`src/rtl/rll_key_loader.sv`:
```
`default_nettype none
// ============================================================================
//  Module   : rll_key_loader
//  Purpose  : Serial key loader for RLL-locked cores: assembles beats into a
//             shadow register, validates an XOR-fold tag, drives keyIn.
//  Revision : 1.0  initial release
// ============================================================================
module rll_key_loader #(
    parameter int                    KEY_WIDTH = 32,
    parameter int                    CHUNK_W   = 8,
    parameter int                    TAG_W     = 8,
    parameter int                    MAX_FAILS = 3,
    parameter logic [KEY_WIDTH-1:0]  DECOY     = 32'hA5A5A5A5
) (
    input  logic                              clk,
    input  logic                              rst_n,
    input  logic                              load_valid,
    output logic                              load_ready,
    input  logic [CHUNK_W-1:0]                load_data,
    input  logic                              load_last,
    input  logic [TAG_W-1:0]                  tag_in,
    input  logic                              key_clear,
    output logic [KEY_WIDTH-1:0]              key_out,
    output logic                              key_valid,
    output logic [$clog2(MAX_FAILS+1)-1:0]    fail_cnt,
    output logic                              locked_out
);

    localparam int c_BEATS  = KEY_WIDTH / CHUNK_W;
    localparam int c_SLICES = KEY_WIDTH / TAG_W;
    localparam int c_CNT_W  = (c_BEATS > 1) ? $clog2(c_BEATS) : 1;
    localparam int c_FAIL_W = $clog2(MAX_FAILS + 1);

    typedef enum logic [1:0] {
        S_IDLE   = 2'd0,
        S_LOAD   = 2'd1,
        S_CHECK  = 2'd2,
        S_LOCKED = 2'd3
    } state_t;

    state_t                 r_state,     w_state_nxt;
    logic [KEY_WIDTH-1:0]   r_shadow,    w_shadow_nxt;
    logic [c_CNT_W-1:0]     r_cnt,       w_cnt_nxt;
    logic [TAG_W-1:0]       r_tag,       w_tag_nxt;
    logic                   r_frame_ok,  w_frame_ok_nxt;
    logic [KEY_WIDTH-1:0]   r_key,       w_key_nxt;
    logic                   r_key_valid, w_key_valid_nxt;
    logic [c_FAIL_W-1:0]    r_fail,      w_fail_nxt;
    logic                   r_locked,    w_locked_nxt;
    logic                   r_ready,     w_ready_nxt;

    logic                   w_beat;
    logic                   w_final;
    logic [TAG_W-1:0]       w_fold;
    logic [c_FAIL_W-1:0]    w_fail_inc;

    assign w_beat     = load_valid && r_ready;
    assign w_final    = (r_cnt == c_CNT_W'(c_BEATS - 1));
    assign w_fail_inc = r_fail + 1'b1;

    always_comb begin
        w_fold = '0;
        for (int i = 0; i < c_SLICES; i++) begin
            w_fold = w_fold ^ r_shadow[i*TAG_W +: TAG_W];
        end
    end

    // The counter is zero on every entry to IDLE, so IDLE and LOAD share the beat path.
    always_comb begin
        w_state_nxt     = r_state;
        w_shadow_nxt    = r_shadow;
        w_cnt_nxt       = r_cnt;
        w_tag_nxt       = r_tag;
        w_frame_ok_nxt  = r_frame_ok;
        w_key_nxt       = r_key;
        w_key_valid_nxt = r_key_valid;
        w_fail_nxt      = r_fail;
        w_locked_nxt    = r_locked;
        case (r_state)
            S_IDLE, S_LOAD: begin
                if (key_clear) begin
                    w_key_nxt       = DECOY;
                    w_key_valid_nxt = 1'b0;
                    w_cnt_nxt       = '0;
                    w_state_nxt     = S_IDLE;
                end else if (w_beat) begin
                    w_shadow_nxt[r_cnt*CHUNK_W +: CHUNK_W] = load_data;
                    if (load_last || w_final) begin
                        w_state_nxt    = S_CHECK;
                        w_cnt_nxt      = '0;
                        w_tag_nxt      = tag_in;
                        w_frame_ok_nxt = load_last && w_final;
                    end else begin
                        w_state_nxt = S_LOAD;
                        w_cnt_nxt   = r_cnt + 1'b1;
                    end
                end
            end
            S_CHECK: begin
                w_state_nxt = S_IDLE;
                if (key_clear) begin
                    w_key_nxt       = DECOY;
                    w_key_valid_nxt = 1'b0;
                end else if (r_frame_ok && (w_fold == r_tag)) begin
                    w_key_nxt       = r_shadow;
                    w_key_valid_nxt = 1'b1;
                end else begin
                    w_fail_nxt = w_fail_inc;
                    if (w_fail_inc == c_FAIL_W'(MAX_FAILS)) begin
                        w_key_nxt       = DECOY;
                        w_key_valid_nxt = 1'b0;
                        w_locked_nxt    = 1'b1;
                        w_state_nxt     = S_LOCKED;
                    end
                end
            end
            S_LOCKED: begin
                w_state_nxt = S_LOCKED;
            end
            default: begin
                w_state_nxt = S_IDLE;
            end
        endcase
        w_ready_nxt = (w_state_nxt == S_IDLE) || (w_state_nxt == S_LOAD);
    end

    always_ff @(posedge clk) begin
        if (!rst_n) begin
            r_state     <= S_IDLE;
            r_shadow    <= '0;
            r_cnt       <= '0;
            r_tag       <= '0;
            r_frame_ok  <= 1'b0;
            r_key       <= DECOY;
            r_key_valid <= 1'b0;
            r_fail      <= '0;
            r_locked    <= 1'b0;
            r_ready     <= 1'b1;
        end else begin
            r_state     <= w_state_nxt;
            r_shadow    <= w_shadow_nxt;
            r_cnt       <= w_cnt_nxt;
            r_tag       <= w_tag_nxt;
            r_frame_ok  <= w_frame_ok_nxt;
            r_key       <= w_key_nxt;
            r_key_valid <= w_key_valid_nxt;
            r_fail      <= w_fail_nxt;
            r_locked    <= w_locked_nxt;
            r_ready     <= w_ready_nxt;
        end
    end

    assign load_ready = r_ready;
    assign key_out    = r_key;
    assign key_valid  = r_key_valid;
    assign fail_cnt   = r_fail;
    assign locked_out = r_locked;

endmodule
`default_nettype wire

```
`config.mk`:
```
export PLATFORM = sky130hd
export DESIGN_NAME = rll_key_loader
export DESIGN_NICKNAME = d
export VERILOG_FILES = /design/src/rtl/rll_key_loader.sv
export SDC_FILE = /design/constraint.sdc
export NUM_CORES = 1
export LEC_CHECK = 0
export ABC_AREA = 1
export CAP_MARGIN = 20
export CORE_MARGIN = 2
export CORE_UTILIZATION = 40
export CTS_BUF_LIST = sky130_fd_sc_hd__clkbuf_16
export CTS_CLUSTER_DIAMETER = 100
export CTS_CLUSTER_SIZE = 10
export DETAILED_ROUTE_END_ITERATION = 12
export HOLD_SLACK_MARGIN = 0.02
export SLEW_MARGIN = 20
export SYNTH_ARGS = -nofsm -noshare
export SYNTH_HDL_FRONTEND = slang
export SYNTH_SLANG_ARGS = --single-unit
```
`constraint.sdc`:
```
create_clock -name clk -period 2.9 [get_ports clk]
set_input_delay 0.29 -clock clk [delete_from_list [all_inputs] [get_ports clk]]
set_output_delay 0.29 -clock clk [all_outputs]
set_load 0.01 [all_outputs]
```
==> metrics.md <==
| Metric | Value |
|---|---|
| # DRC | 0 |
| Synth warnings | 0 |
| Clock tree from TritonCTS | done |
| Clock sinks | 82 |
| Post-DP HPWL | 7.42 mm |
| Mux share of post-synthesis cell area | 0% |
| Placer Congestion | 0.907 |
| Antenna Cells | 0 |
| Finish-stage setup viols | 0 |
| Multi-input logic area | 1850 um2 |
| Starting DRT DRC Count | 119 |
| Crit. End Element | register |
| Number of non-filler instances in the completed layout | between 700 and 800 |
| FP Rows | 35 |
| All-Layer GR Usage | approximately 21% |
| Distinct cells, synth | 30 |
| Clk_lat worst skew | around 330 ps |
| DRT Pass-1 Iters | 5 |
| Sequential area share after synthesis | 42.5% |
| Critical path class | reg2reg |
| Pwr per Cell Area | 531 nW/um2 |
| Routed len/inst | 13.8 um |
| Synthesized net count | about 580 |
| Fillers | 962 |
| Vias per cell | 4.95 |
| Fraction of the mapped netlist area in simple logic gates | 29.4% |
| Status | finished clean |
| Placed Instances | about 720 |
| Slew Viols, Final | 0 |
| Synth Instances | 550 |
| F_max | 404 MHz |
| Num ports | 58 |
| Grt ovf | 0 |
| Synth Area per Inst | between 7 and 8 um2 |
| VDD IR-drop max | 0.304 mV |
| Max cap viols | 0 |
| CTS root buf | clkbuf_16 |
| Complex-gate fraction of the synthesized area | 14.6% |
| Clock Path Buffers | 2 |
| RSZ-0062 raised after global routing | no |
| Post-CTS Resized | 0 |
| Port bufs | 57 |
| Flops & latches, synth | 82 |
| Cts hold-fix bufs | 0 |
| CTS H-tree lvls | 3 |
| Layout cells sized above 1 | 4.49% |
| Setup bufs post-CTS | 0 |
| Largest family of logic cells by synthesized area | simple AND/OR/NAND/NOR gates |
| Critical path peak fanout | 15 |
| Initial Util | between 40% and 50% |
| Cts bufs inserted | 9 |
| Worst setup SP type | register |
| Fin nets | 627 |
| Number of global-route vias before repair | 3571 |
| Antenna Nets Post-Route | 0 |
| DR vias | around 3600 |
| Clk slew on worst S/H paths | 60 ps |
| Data required, critical path | approximately 3200 ps |
| Final min period | roughly 2500 ps |
| Die area | 10500 um2 |
| Initial antenna violation count | 0 |
| Xor/xnor share of the synthesized area | 1.59% |
| Hold Fails Final Rpt | 0 |
| Static leakage | 1.96 nW |
| Worst Skew | 8.52 ps |
| Horiz. Die Dim | 102 um |
| Global-route wire length before repair | 17.0 mm |
| Largest net degree at the start of global routing | 41 |
| Worst slew pin tran | 700 ps |
| Relative slew slack | about 53% |
| Total Routed Length | 10.1 mm |
| Final period util | 85.3% |
| Die Height | 102 um |
| Post-Route Setup TNS | 0 ps |
| Hold WC Path Type | reg2reg |
| Adder and majority cell fraction of the synthesized area | about 2.3% |
| Core area | 9280 um2 |
| Storage element area | 1640 um2 |
| Syn Std Cell Area | approximately 3900 um2 |
| Layout area overhead | 23.8% |
| CP Data Arrival Time | 2730 ps |
per-stage QoR:
step	utilization [%]	instance area (um2)	hold WS, ps	setup WS [ps]	total power, mW
after floorplan	-	3860	425	881	1.38
after global placement	48.6	4510	447	259	1.48
after detailed placement	48.6	4510	453	182	1.49
after CTS	51.5	4780	462	174	2.56
after global routing	51.5	4780	476	220	2.64
final	51.5	4780	460	425	2.54
cells in the final DEF, fill, tap and decap left out:
cell type,netlist,routed
ha_1,7,7
clkbuf_16,0,9
bufinv_16,0,1
buf_4,4,6
nand2_1,136,136
nor2_1,35,35
a31oi_1,3,3
a21o_1,1,1
or2_2,1,1
nand2_2,1,1
a211oi_1,15,15
nand3b_1,1,1
or2_1,1,1
nand4_1,2,2
clkinv_2,0,2
clkinv_1,0,2
inv_1,63,63
a41oi_1,1,1
nand3_1,76,76
dfxtp_1,82,81
a21oi_2,2,2
clkdlybuf4s50_1,0,57
o21ai_0,25,25
xor2_1,2,2
dfxtp_2,0,1
nand2_4,1,1
nor4_1,1,1
nor2_2,1,1
inv_2,1,1
nand3_4,1,1
or4_1,1,1
xnor2_1,5,5
a21oi_1,55,55
nor3_1,5,5
flip-flops by register name, indices dropped and copies added, names as in the netlist:
register	flops
fail_cnt	2
key_out	32
key_valid	1
load_ready	1
locked_out	1
r_cnt	2
r_frame_ok	1
r_shadow	32
r_state	2
r_tag	8
logic make-up (layout without fill, tap and decap cells):
family,Yosys count,after routing
AOI/OAI and AO/OA,102,102
xor gates and xnor gates,7,7
adders and majority gates,7,7
and+or+nand+nor,263,263
buffers and inverters,89,141
DFF,82,82
routing by layer:
metal | up-vias | share of wire, % | global-route usage, %
met5 | - | 0 | 0
met4 | 0 | 1.9 | 8.62
met3 | 12 | 3.3 | 2.87
met2 | 75 | 47 | 35.2
met1 | 1639 | 48 | 26.5
li1 | 1894 | - | -
final cells by class:
class,count,share of cell area (%)
clock inverter,5,0.994
timing repair buffer,63,12.9
clock buffer,9,4.71
multi-input combinational,379,38.7
sequential,82,34.4
tap,129,3.38
inverter,64,5.02
critical path, cell delays in order (launching register included):
cell and delay [ps]:
dfxtp_2 510, inv_1 260, ha_1 510, inv_1 140, nor2_1 420, nand2_1 140, nor2_1 170, o21ai_0 110
a21oi_1 140
cell usage after synthesis:
master      n  area (um2)
a211oi_1   15         113
a21o_1      1        7.51
a21oi_1    55         275
a21oi_2     2        17.5
a31oi_1     3        18.8
a41oi_1     1        8.76
buf_4       4        30.0
buf_6       3        33.8
clkbuf_1   18        67.6
dfxtp_1    82        1640
ha_1        7        87.6
inv_1      63         236
inv_2       1        3.75
nand2_1   136         510
nand2_2     1        6.26
nand2_4     1        11.3
nand3_1    76         380
nand3_4     1        17.5
nand3b_1    1        7.51
nand4_1     2        12.5
nor2_1     35         131
nor2_2      1        6.26
nor3_1      5        25.0
nor4_1      1        6.26
o21ai_0    25         125
or2_1       1        6.26
or2_2       1        6.26
or4_1       1        7.51
xnor2_1     5        43.8
xor2_1      2        17.5
where the power goes:
part	total, mW	switching, mW	internal, mW
combinational	0.275	0.162	0.113
clock	1.08	0.428	0.648
sequential	1.19	0.0247	1.16
final timing paths:
path,cells after the start,end,slack (ps),from
worst min register to register,2,locked_out,460,locked_out
worst max register to register,8,r_shadow[16],430,r_cnt[0]
worst max-delay path,8,r_shadow[16],430,r_cnt[0]
worst min-delay path,2,locked_out,460,locked_out
No activity file was read; power rests on OpenSTA's default activity.
